`config.mk`:
```
export PLATFORM = sky130hd
export DESIGN_NAME = ps2_key_event_queue
export DESIGN_NICKNAME = d
export VERILOG_FILES = /design/src/rtl/ps2_pkg.sv /design/src/rtl/key_event_fifo.sv /design/src/rtl/ps2_key_event_queue.sv
export SDC_FILE = /design/constraint.sdc
export NUM_CORES = 1
export LEC_CHECK = 0
export CAP_MARGIN = 20
export CELL_PAD_IN_SITES_DETAIL_PLACEMENT = 1
export CELL_PAD_IN_SITES_GLOBAL_PLACEMENT = 1
export CORE_ASPECT_RATIO = 1.75
export CORE_MARGIN = 2
export CORE_UTILIZATION = 49
export CTS_CLUSTER_SIZE = 16
export DETAILED_ROUTE_END_ITERATION = 16
export PLACE_DENSITY_LB_ADDON = 0.3
export RECOVER_POWER = 100
export SETUP_SLACK_MARGIN = 0.4
export SLEW_MARGIN = 20
export SYNTH_ARGS = -nofsm -noshare
export SYNTH_HDL_FRONTEND = slang
export SYNTH_SLANG_ARGS = --single-unit
```
`constraint.sdc`:
```
create_clock -name clk -period 2.9 [get_ports clk]
set_input_delay 0.87 -clock clk [delete_from_list [all_inputs] [get_ports clk]]
set_output_delay 0.87 -clock clk [all_outputs]
set_load 0.05 [all_outputs]
```
`src/rtl/ps2_pkg.sv`:
```
// Shared types and constants for the PS/2 key-event path: decoder states,
// prefix byte values and the layout of a queued key event {brk, ext, code}.
package ps2_pkg;

  typedef enum logic [1:0] {
    ST_IDLE,
    ST_GOT_E0,
    ST_GOT_F0,
    ST_GOT_E0F0
  } dec_state_t;

  localparam logic [7:0] PS2_EXT = 8'hE0;
  localparam logic [7:0] PS2_BRK = 8'hF0;

  localparam int BRK_BIT  = 9;
  localparam int EXT_BIT  = 8;
  localparam int CODE_MSB = 7;
  localparam int EVENT_W  = 10;

endpackage

```
`src/rtl/key_event_fifo.sv`:
```
// First-word-fall-through FIFO with registered count/full/empty and a sticky
// overflow flag raised whenever a push is dropped for lack of space.
module key_event_fifo #(
  parameter int WIDTH  = 10,
  parameter int DEPTH  = 8,
  parameter int ADDR_W = $clog2(DEPTH)
) (
  input  logic              clk,
  input  logic              reset,
  input  logic              wr_en,
  input  logic [WIDTH-1:0]  wr_data,
  input  logic              rd_en,
  output logic [WIDTH-1:0]  rd_data,
  output logic              empty,
  output logic              full,
  output logic [ADDR_W:0]   count,
  output logic              overflow,
  input  logic              clr_ovf
);

  localparam logic [ADDR_W:0] FULL_COUNT = (ADDR_W + 1)'(DEPTH);

  logic [WIDTH-1:0]  mem [DEPTH];
  logic [ADDR_W-1:0] wr_ptr;
  logic [ADDR_W-1:0] rd_ptr;
  logic [ADDR_W:0]   count_next;
  logic              do_push;
  logic              do_pop;
  logic              drop;

  // A pop frees the slot the same-cycle push needs, so a full FIFO accepts both.
  assign do_pop  = rd_en && !empty;
  assign do_push = wr_en && (!full || do_pop);
  assign drop    = wr_en && full && !do_pop;

  always_comb begin
    // NOTE: every always_comb output gets a default first so no path can infer a latch.
    count_next = count;
    if (do_push && !do_pop)
      count_next = count + 1'b1;
    else if (do_pop && !do_push)
      count_next = count - 1'b1;
  end

  // NOTE: storage is deliberately left out of reset; only pointers and flags are reset,
  // and rd_data is masked while empty so nothing stale is ever presented.
  always_ff @(posedge clk) begin
    if (do_push)
      mem[wr_ptr] <= wr_data;
  end

  // NOTE: sequential state always uses non-blocking assignments so all flops update together.
  always_ff @(posedge clk or posedge reset) begin
    if (reset) begin
      wr_ptr   <= '0;
      rd_ptr   <= '0;
      count    <= '0;
      empty    <= 1'b1;
      full     <= 1'b0;
      overflow <= 1'b0;
    end else begin
      if (do_push) wr_ptr <= wr_ptr + 1'b1;
      if (do_pop)  rd_ptr <= rd_ptr + 1'b1;
      count <= count_next;
      empty <= (count_next == '0);
      full  <= (count_next == FULL_COUNT);
      if (drop)
        overflow <= 1'b1;
      else if (clr_ovf)
        overflow <= 1'b0;
    end
  end

  assign rd_data = empty ? '0 : mem[rd_ptr];

endmodule

```
`src/rtl/ps2_key_event_queue.sv`:
```
// Brings PS/2 scan bytes into the system clock domain, folds E0/F0 prefixes
// into {brk, ext, code} key events and queues them for the memory controller.
module ps2_key_event_queue
  import ps2_pkg::*;
#(
  parameter int DEPTH  = 8,
  parameter int ADDR_W = $clog2(DEPTH)
) (
  input  logic               clk,
  input  logic               reset,
  input  logic [7:0]         code_in,
  input  logic               code_toggle,
  input  logic               rd_en,
  output logic [EVENT_W-1:0] rd_data,
  output logic               empty,
  output logic               full,
  output logic [ADDR_W:0]    count,
  output logic               overflow,
  input  logic               clr_ovf
);

  logic               t1, t2, t3;
  logic [1:0]         prime_cnt;
  logic               primed;
  logic               byte_strobe;
  logic               is_prefix;
  dec_state_t         state, state_next;
  logic               push;
  logic [EVENT_W-1:0] push_event;

  assign primed = (prime_cnt == 2'd2);

  // While priming, t3 follows t1 so a toggle level present at reset release
  // lines up t2 and t3 and never reads as a transition.
  always_ff @(posedge clk or posedge reset) begin
    if (reset) begin
      t1        <= 1'b0;
      t2        <= 1'b0;
      t3        <= 1'b0;
      prime_cnt <= '0;
    end else begin
      t1 <= code_toggle;
      t2 <= t1;
      t3 <= primed ? t2 : t1;
      if (!primed) prime_cnt <= prime_cnt + 2'd1;
    end
  end

  assign byte_strobe = primed && (t2 ^ t3);
  assign is_prefix   = (code_in == PS2_EXT) || (code_in == PS2_BRK);

  always_ff @(posedge clk or posedge reset) begin
    if (reset) state <= ST_IDLE;
    else       state <= state_next;
  end

  always_comb begin
    state_next = state;
    if (byte_strobe) begin
      unique case (state)
        ST_IDLE: begin
          if (code_in == PS2_EXT)      state_next = ST_GOT_E0;
          else if (code_in == PS2_BRK) state_next = ST_GOT_F0;
        end
        ST_GOT_E0: begin
          if (code_in == PS2_BRK)      state_next = ST_GOT_E0F0;
          else if (!is_prefix)         state_next = ST_IDLE;
        end
        ST_GOT_F0, ST_GOT_E0F0: begin
          if (!is_prefix)              state_next = ST_IDLE;
        end
        default:                       state_next = ST_IDLE;
      endcase
    end
  end

  always_comb begin
    push       = 1'b0;
    push_event = '0;
    if (byte_strobe && !is_prefix) begin
      push                       = 1'b1;
      push_event[BRK_BIT]        = (state == ST_GOT_F0) || (state == ST_GOT_E0F0);
      push_event[EXT_BIT]        = (state == ST_GOT_E0) || (state == ST_GOT_E0F0);
      push_event[CODE_MSB:0]     = code_in;
    end
  end

  key_event_fifo #(
    .WIDTH  (EVENT_W),
    .DEPTH  (DEPTH),
    .ADDR_W (ADDR_W)
  ) u_fifo (
    .clk      (clk),
    .reset    (reset),
    .wr_en    (push),
    .wr_data  (push_event),
    .rd_en    (rd_en),
    .rd_data  (rd_data),
    .empty    (empty),
    .full     (full),
    .count    (count),
    .overflow (overflow),
    .clr_ovf  (clr_ovf)
  );

endmodule

```
==> results_dict.tcl, run 1 <==
set metrics [dict create \
    status "finished clean" \
    arrival_ns 1.96 \
    dpl.hpwl_um 6436 \
    finalSetupViolations 0 \
    grt_use_total_pct 21.83 \
    syn_area_per_cell_um2 16.96 \
    globalRouteOverflowTotal 0 \
    worst_pin_slew_ns 1.227 \
    tns_ns 0 \
    drt-total-wl_um 9356 \
    startpoint_type "register" \
    min_to "t2$_DFF_PP0_" \
    rsz0062_at_grt "yes" \
    grt_pass1_wl_um 14330 \
    hold_viol_final 0 \
    fmax_ghz 0.3538 \
    synth_common_cells "edfxtp_1 (80), nor2_1 (24), mux4_2 (20)" \
    core_area_um2 8258 \
    clock-sinks 100 \
    routabilityCongestion 0.8314 \
    numCtsBuffers 9 \
    synth-async-reset-ratio_pct 20.00 \
    hold_class "reg -> reg" \
    syn_area_um2 4120 \
    synth_edf_count 80 \
    grt_start_max_net_pins 23 \
    first_pass_iters 4 \
    drc_errors 0 \
    synth_seq_cells 100 \
    synth_cell_types 36 \
    synth_top_area_share_pct 58.31 \
    crit_chain "buf_12, mux4_2, mux2i_2, nor2_2, buf_4" \
    whs_path_depth 0 \
    cts_root_buf "clkbuf_16" \
    clock_latency_ns 0.34 \
    ys.flop_type "edfxtp_1" \
    power_mw 5.683 \
    reg2reg_from "u_fifo.empty$_DFF_PP1_" \
    numPortBuffers 29 \
    fin_crit_sh_pct 97.46 \
    ios 30 \
    finClkSkew_ns 0.005273 \
    finalNetCount 321 \
    cap_viol_max_count 0 \
    synth_largest_area_cell "edfxtp_1" \
    ir_drop_v 0.0006350 \
    cp_slowest_cell "mux4_2" \
    ctsHtreeMaxLevel 3 \
    clock_path_buffers 2 \
    path_max_fanout 11 \
    vias_per_cell 5.808 \
    r2r_cells 5 \
    holdWs_ns 0.3858 \
    yosysMostFrequentCell "edfxtp_1" \
    grt_pass1_vias 2616 \
    synth_nets 261 \
    cpPeakStageDelay_ns 0.53 \
    post_drt_wl_per_cell_um 23.39 \
    die_area_um2 9187 \
    fp-row-count 44 \
    ys_seq_area_share_pct 70.48 \
    synth_area_leaders "edfxtp_1 (58%), dfrtp_1 (12%), mux4_2 (11%)" \
    drive_above_1_share_pct 25.32 \
    fin_crit_ns 2.826 \
    final_area_um2 4996 \
    synthToLayoutAreaGrowth_pct 21.26 \
    powerDensity_nw_per_um2 1138 \
    die_w_um 73.32 \
    via_count 2323 \
    reg2reg_slack_ns 0.34 \
    relSlewSlack_pct 18.23 \
    placed_area_um2 4700 \
    cts_tree "yes" \
    reg2reg_to "u_fifo.full$_DFF_PP0_" \
    antenna_cells 0 \
    cts.clk_slew.worst_paths_ns 0.06 \
    crit_type "reg -> out" \
    p_leak_nw 1.850 \
    hp-start "t1$_DFF_PP0_" \
    yosysWarningCount 0 \
    start_util_pct 49.89 \
    drtIter0Drc 144 \
    antenna_found_initial 0 \
    die_h_um 125.3 \
    drv_slew 0 \
    syn-instance-count 243 \
    end_kind "primary output" \
    crit_required_ns 2.03 \
    route.antenna.remaining_nets 0 \
]
## how the worst max path moves through the flow
stage                                       startpoint  cells after the start                         end
after CTS                 u_fifo.rd_ptr[0]$_DFFE_PP0P_                      5                  rd_data[0]
final                     u_fifo.rd_ptr[0]$_DFFE_PP0P_                      5                  rd_data[5]
after global routing      u_fifo.rd_ptr[0]$_DFFE_PP0P_                      5                  rd_data[5]
after floorplan                             code_in[5]                      5  u_fifo.mem[2][0]$_DFFE_PP_
after global placement                      code_in[5]                      8      u_fifo.empty$_DFF_PP1_
after detailed placement                    code_in[1]                      8      u_fifo.empty$_DFF_PP1_
## power by group
group	internal, mW	switching [mW]
Clock	0.690	0.505
Combinational	0.930	1.46
Sequential	1.84	0.254
Total	3.47	2.22
## critical path: cells and delay by family (launching register included)
kind / cells / cell delay [ns]
buffers and inverters: 2 / 0.39
AND/OR/NAND/NOR: 1 / 0.05
multiplexers: 2 / 0.74
flip-flops: 1 / 0.43
## cells by family after synthesis
family / count (synthesis) / share of synthesized area, %
simple gates: 68 / 8.260
buf+inv: 16 / 1.548
compound gates: 13 / 2.369
xor+xnor: 8 / 1.701
flops: 100 / 70.48
fa+ha+maj: 5 / 1.518
mux: 33 / 14.12
## cells in the final DEF (no fill, tap or decap), types with 5 or more instances in the layout
cell           synthesis  layout
mux4_2                20      20
dlygate4sd2_1          0       6
dfrtp_1               19      18
nand2_1               17      17
clkbuf_1               6      18
clkbuf_16              0      10
ha_1                   5       5
xnor2_1                5       5
edfxtp_1              80      80
mux2i_1               12      10
nor2_1                24      14
and2_0                 0       6
nor2_2                 0      10
buf_4                  0      15
inv_1                  6       5
dlygate4sd3_1          0       6
## stage by stage
stage          cells  utilization (%)  setup slack, ns
2_1_floorplan    243                -           0.4261
3_3_place_gp     380            56.91          0.05678
3_5_place_dp     380            56.91          -0.1502
4_1_cts          398            60.85          0.05296
5_1_grt          400            60.50         0.002309
6_report         400            60.50          0.07359
## metal layers
layer / global-route usage [%] / up-vias / wire [µm]
met3: 3.787 / 15 / 276
met4: 8.235 / 0 / 200
met1: 27.15 / 1208 / 3669
li1: - / 1041 / -
met5: 0 / - / 0
met2: 37.41 / 59 / 5210
## what timing repair did
action                     4_1_cts  5_1_grt
setup endpoints to repair       57       63
hold buffers                     0        0
gates cloned                     0        1
setup buffers                    2        1
hold endpoints to repair         0        0
gates resized for setup         10       11
pin swaps                        4        4
## area by class of cell
type / count / area (µm²)
clock buffers: 10 / 239.0
multi-input cells: 127 / 1206
inverters: 6 / 22.52
fillers: 782 / 3262
flip-flops and latches: 100 / 2905
repair buffers: 59 / 445.4
well taps: 92 / 115.1
clock inverters: 6 / 62.56
## flip-flops by register name (all words and copies together), names as in the netlist
name             cells
u_fifo.mem          80
u_fifo.full          1
t2                   1
t1                   1
state                2
u_fifo.overflow      1
u_fifo.empty         1
u_fifo.wr_ptr        3
prime_cnt            2
t3                   1
u_fifo.count         4
u_fifo.rd_ptr        3
(Power assumes the default switching activity.)
==> inputs of run 2 (changes only) <==
CORE_UTILIZATION = 53   (was 49)
clock period = 3.65 ns   (was 2.9 ns; I/O delays follow)
==> run 2 against run 1 <==
Clock power decreased by 24%. Global-route usage increased by 0.53 points. Utilization up 2.8 points. Critical path type unchanged. Critical endpoint is now rd_data[2]. Highest routed layer unchanged.
==> results_dict.tcl, run 2 (synthesized netlist as in run 1, its figures left out) <==
set metrics [dict create \
    finalSetupViolations 0 \
    cts_root_buf "clkbuf_16" \
    cts.clk_slew.worst_paths_ns 0.06 \
    route.antenna.remaining_nets 0 \
    cp_slowest_cell "mux4_2" \
    powerDensity_nw_per_um2 888.9 \
    drt-total-wl_um 8586 \
    grt_pass1_vias 2453 \
    path_max_fanout 20 \
    drtIter0Drc 184 \
    fin_cells 379 \
    crit_type "reg -> out" \
    power_switching_mw 1.647 \
    ctsHoldBuffers 0 \
    holdWs_ns 0.3730 \
    via_count 2198 \
    crit_chain "clkbuf_4, mux4_2, mux2i_1, nor2_1, clkbuf_2" \
    die_h_um 120.6 \
    drc_errors 0 \
    numPortBuffers 29 \
    core_area_um2 7567 \
    clock_path_buffers 2 \
    antenna_cells 0 \
    die_w_um 70.65 \
    hold_class "reg -> reg" \
    numCtsBuffers 9 \
    cap_viol_max_count 0 \
    end_kind "primary output" \
    ctsHtreeMaxLevel 3 \
    relSlewSlack_pct 48.42 \
    hold_viol_final 0 \
    reg_top3 "u_fifo.mem x80, u_fifo.count x4" \
    fmax_ghz 0.3012 \
    final_area_um2 4788 \
    place_inst 363 \
    top_register "u_fifo.mem" \
    post_cts_buffers 0 \
    grt_pass1_wl_um 13570 \
    critPathBufInv 2 \
    drive_above_1_share_pct 18.90 \
    reg2reg_slack_ns 1.08 \
    worst_pin_slew_ns 0.7728 \
    cpPeakStageDelay_ns 0.55 \
    start_util_pct 54.45 \
    critPathTopFamily "multiplexers" \
    intPower_mw 2.610 \
    startpoint_type "register" \
    clkPwrFrac_pct 21.4 \
    status "finished clean" \
    placed_area_um2 4552 \
    grt_use_total_pct 22.36 \
    fp-row-count 42 \
    clock_latency_ns 0.33 \
    die_area_um2 8523 \
    synthToLayoutAreaGrowth_pct 16.22 \
    seq_power_share_pct 39.0 \
    ios 30 \
    crit_required_ns 2.55 \
    drv_slew 0 \
    final_common_cell "edfxtp_1" \
    cts_tree "yes" \
    tns_ns 0 \
    globalRouteOverflowTotal 0 \
    grt_start_max_net_pins 21 \
    routabilityCongestion 0.7959 \
    post_drt_wl_per_cell_um 22.65 \
    power_frac_comb_pct 39.6 \
    vias_per_cell 5.799 \
    largest_reg_flops 80 \
    sw_frac_of_total_pct 38.69 \
    post_cts_resized 1 \
    finalNetCount 304 \
    dpl.hpwl_um 6255 \
    fin_crit_sh_pct 90.97 \
    p_leak_nw 1.764 \
    ir_drop_v 0.0004862 \
    layout_common_cells "edfxtp_1 (80), nor2_1 (24), mux4_2 (20)" \
    finClkSkew_ns 0.008761 \
    fin_crit_ns 3.320 \
    first_pass_iters 4 \
    rsz0062_at_grt "no" \
    antenna_found_initial 0 \
    arrival_ns 2.23 \
    clock-sinks 100 \
]
## run 2: power by group through the flow
stage               clock network [mW]  registers, mW  logic [mW]
CTS                              0.927           1.67        1.79
global placement                     0           1.67        1.72
finish                           0.912           1.66        1.68
detailed placement                   0           1.69        1.78
global route                     0.953           1.69        1.80
floorplan                            0           1.70        1.20
## run 2: worst paths after layout
| check | start | to | depth (start not counted) |
|---|---|---|---|
| setup / recovery | u_fifo.rd_ptr[0]$_DFFE_PP0P_ | rd_data[2] | 5 |
| hold reg to reg | t1$_DFF_PP0_ | t2$_DFF_PP0_ | 0 |
| hold / removal | t1$_DFF_PP0_ | t2$_DFF_PP0_ | 0 |
| setup reg to reg | prime_cnt[0]$_DFFE_PP0P_ | u_fifo.mem[3][7]$_DFFE_PP_ | 7 |
| max in group asynchronous | reset | u_fifo.count[2]$_DFF_PP0_ | 2 |
| min in group asynchronous | reset | prime_cnt[0]$_DFFE_PP0P_ | 2 |
## run 2: layout make-up
cell class,count,area [µm²]
fill,703,2779
clock inverter,1,5.005
multi-input combinational,127,1130
clock buffer,15,289.0
inverter,6,22.52
tap,88,110.1
timing repair buffer,42,327.8
sequential,100,2904
## run 2: metrics by stage
stage | worst slack, ns | util (%) | total power [mW]
finish | 0.3297 | 63.28 | 4.256
global route | 0.2181 | 63.28 | 4.441
CTS | 0.4371 | 64.09 | 4.388
detailed placement | 0.3739 | 60.15 | 3.472
global placement | 0.5073 | 60.15 | 3.391
floorplan | 0.6876 | - | 2.898
## run 2: layer usage
metal	wire length (µm)	up-vias	share of wire, %	track usage, %
met2	4846	48	56	40.74
met4	284	0	3.3	11.32
met1	3222	1125	38	25.21
li1	-	1005	-	-
met3	233	20	2.7	3.000
met5	0	-	0	0
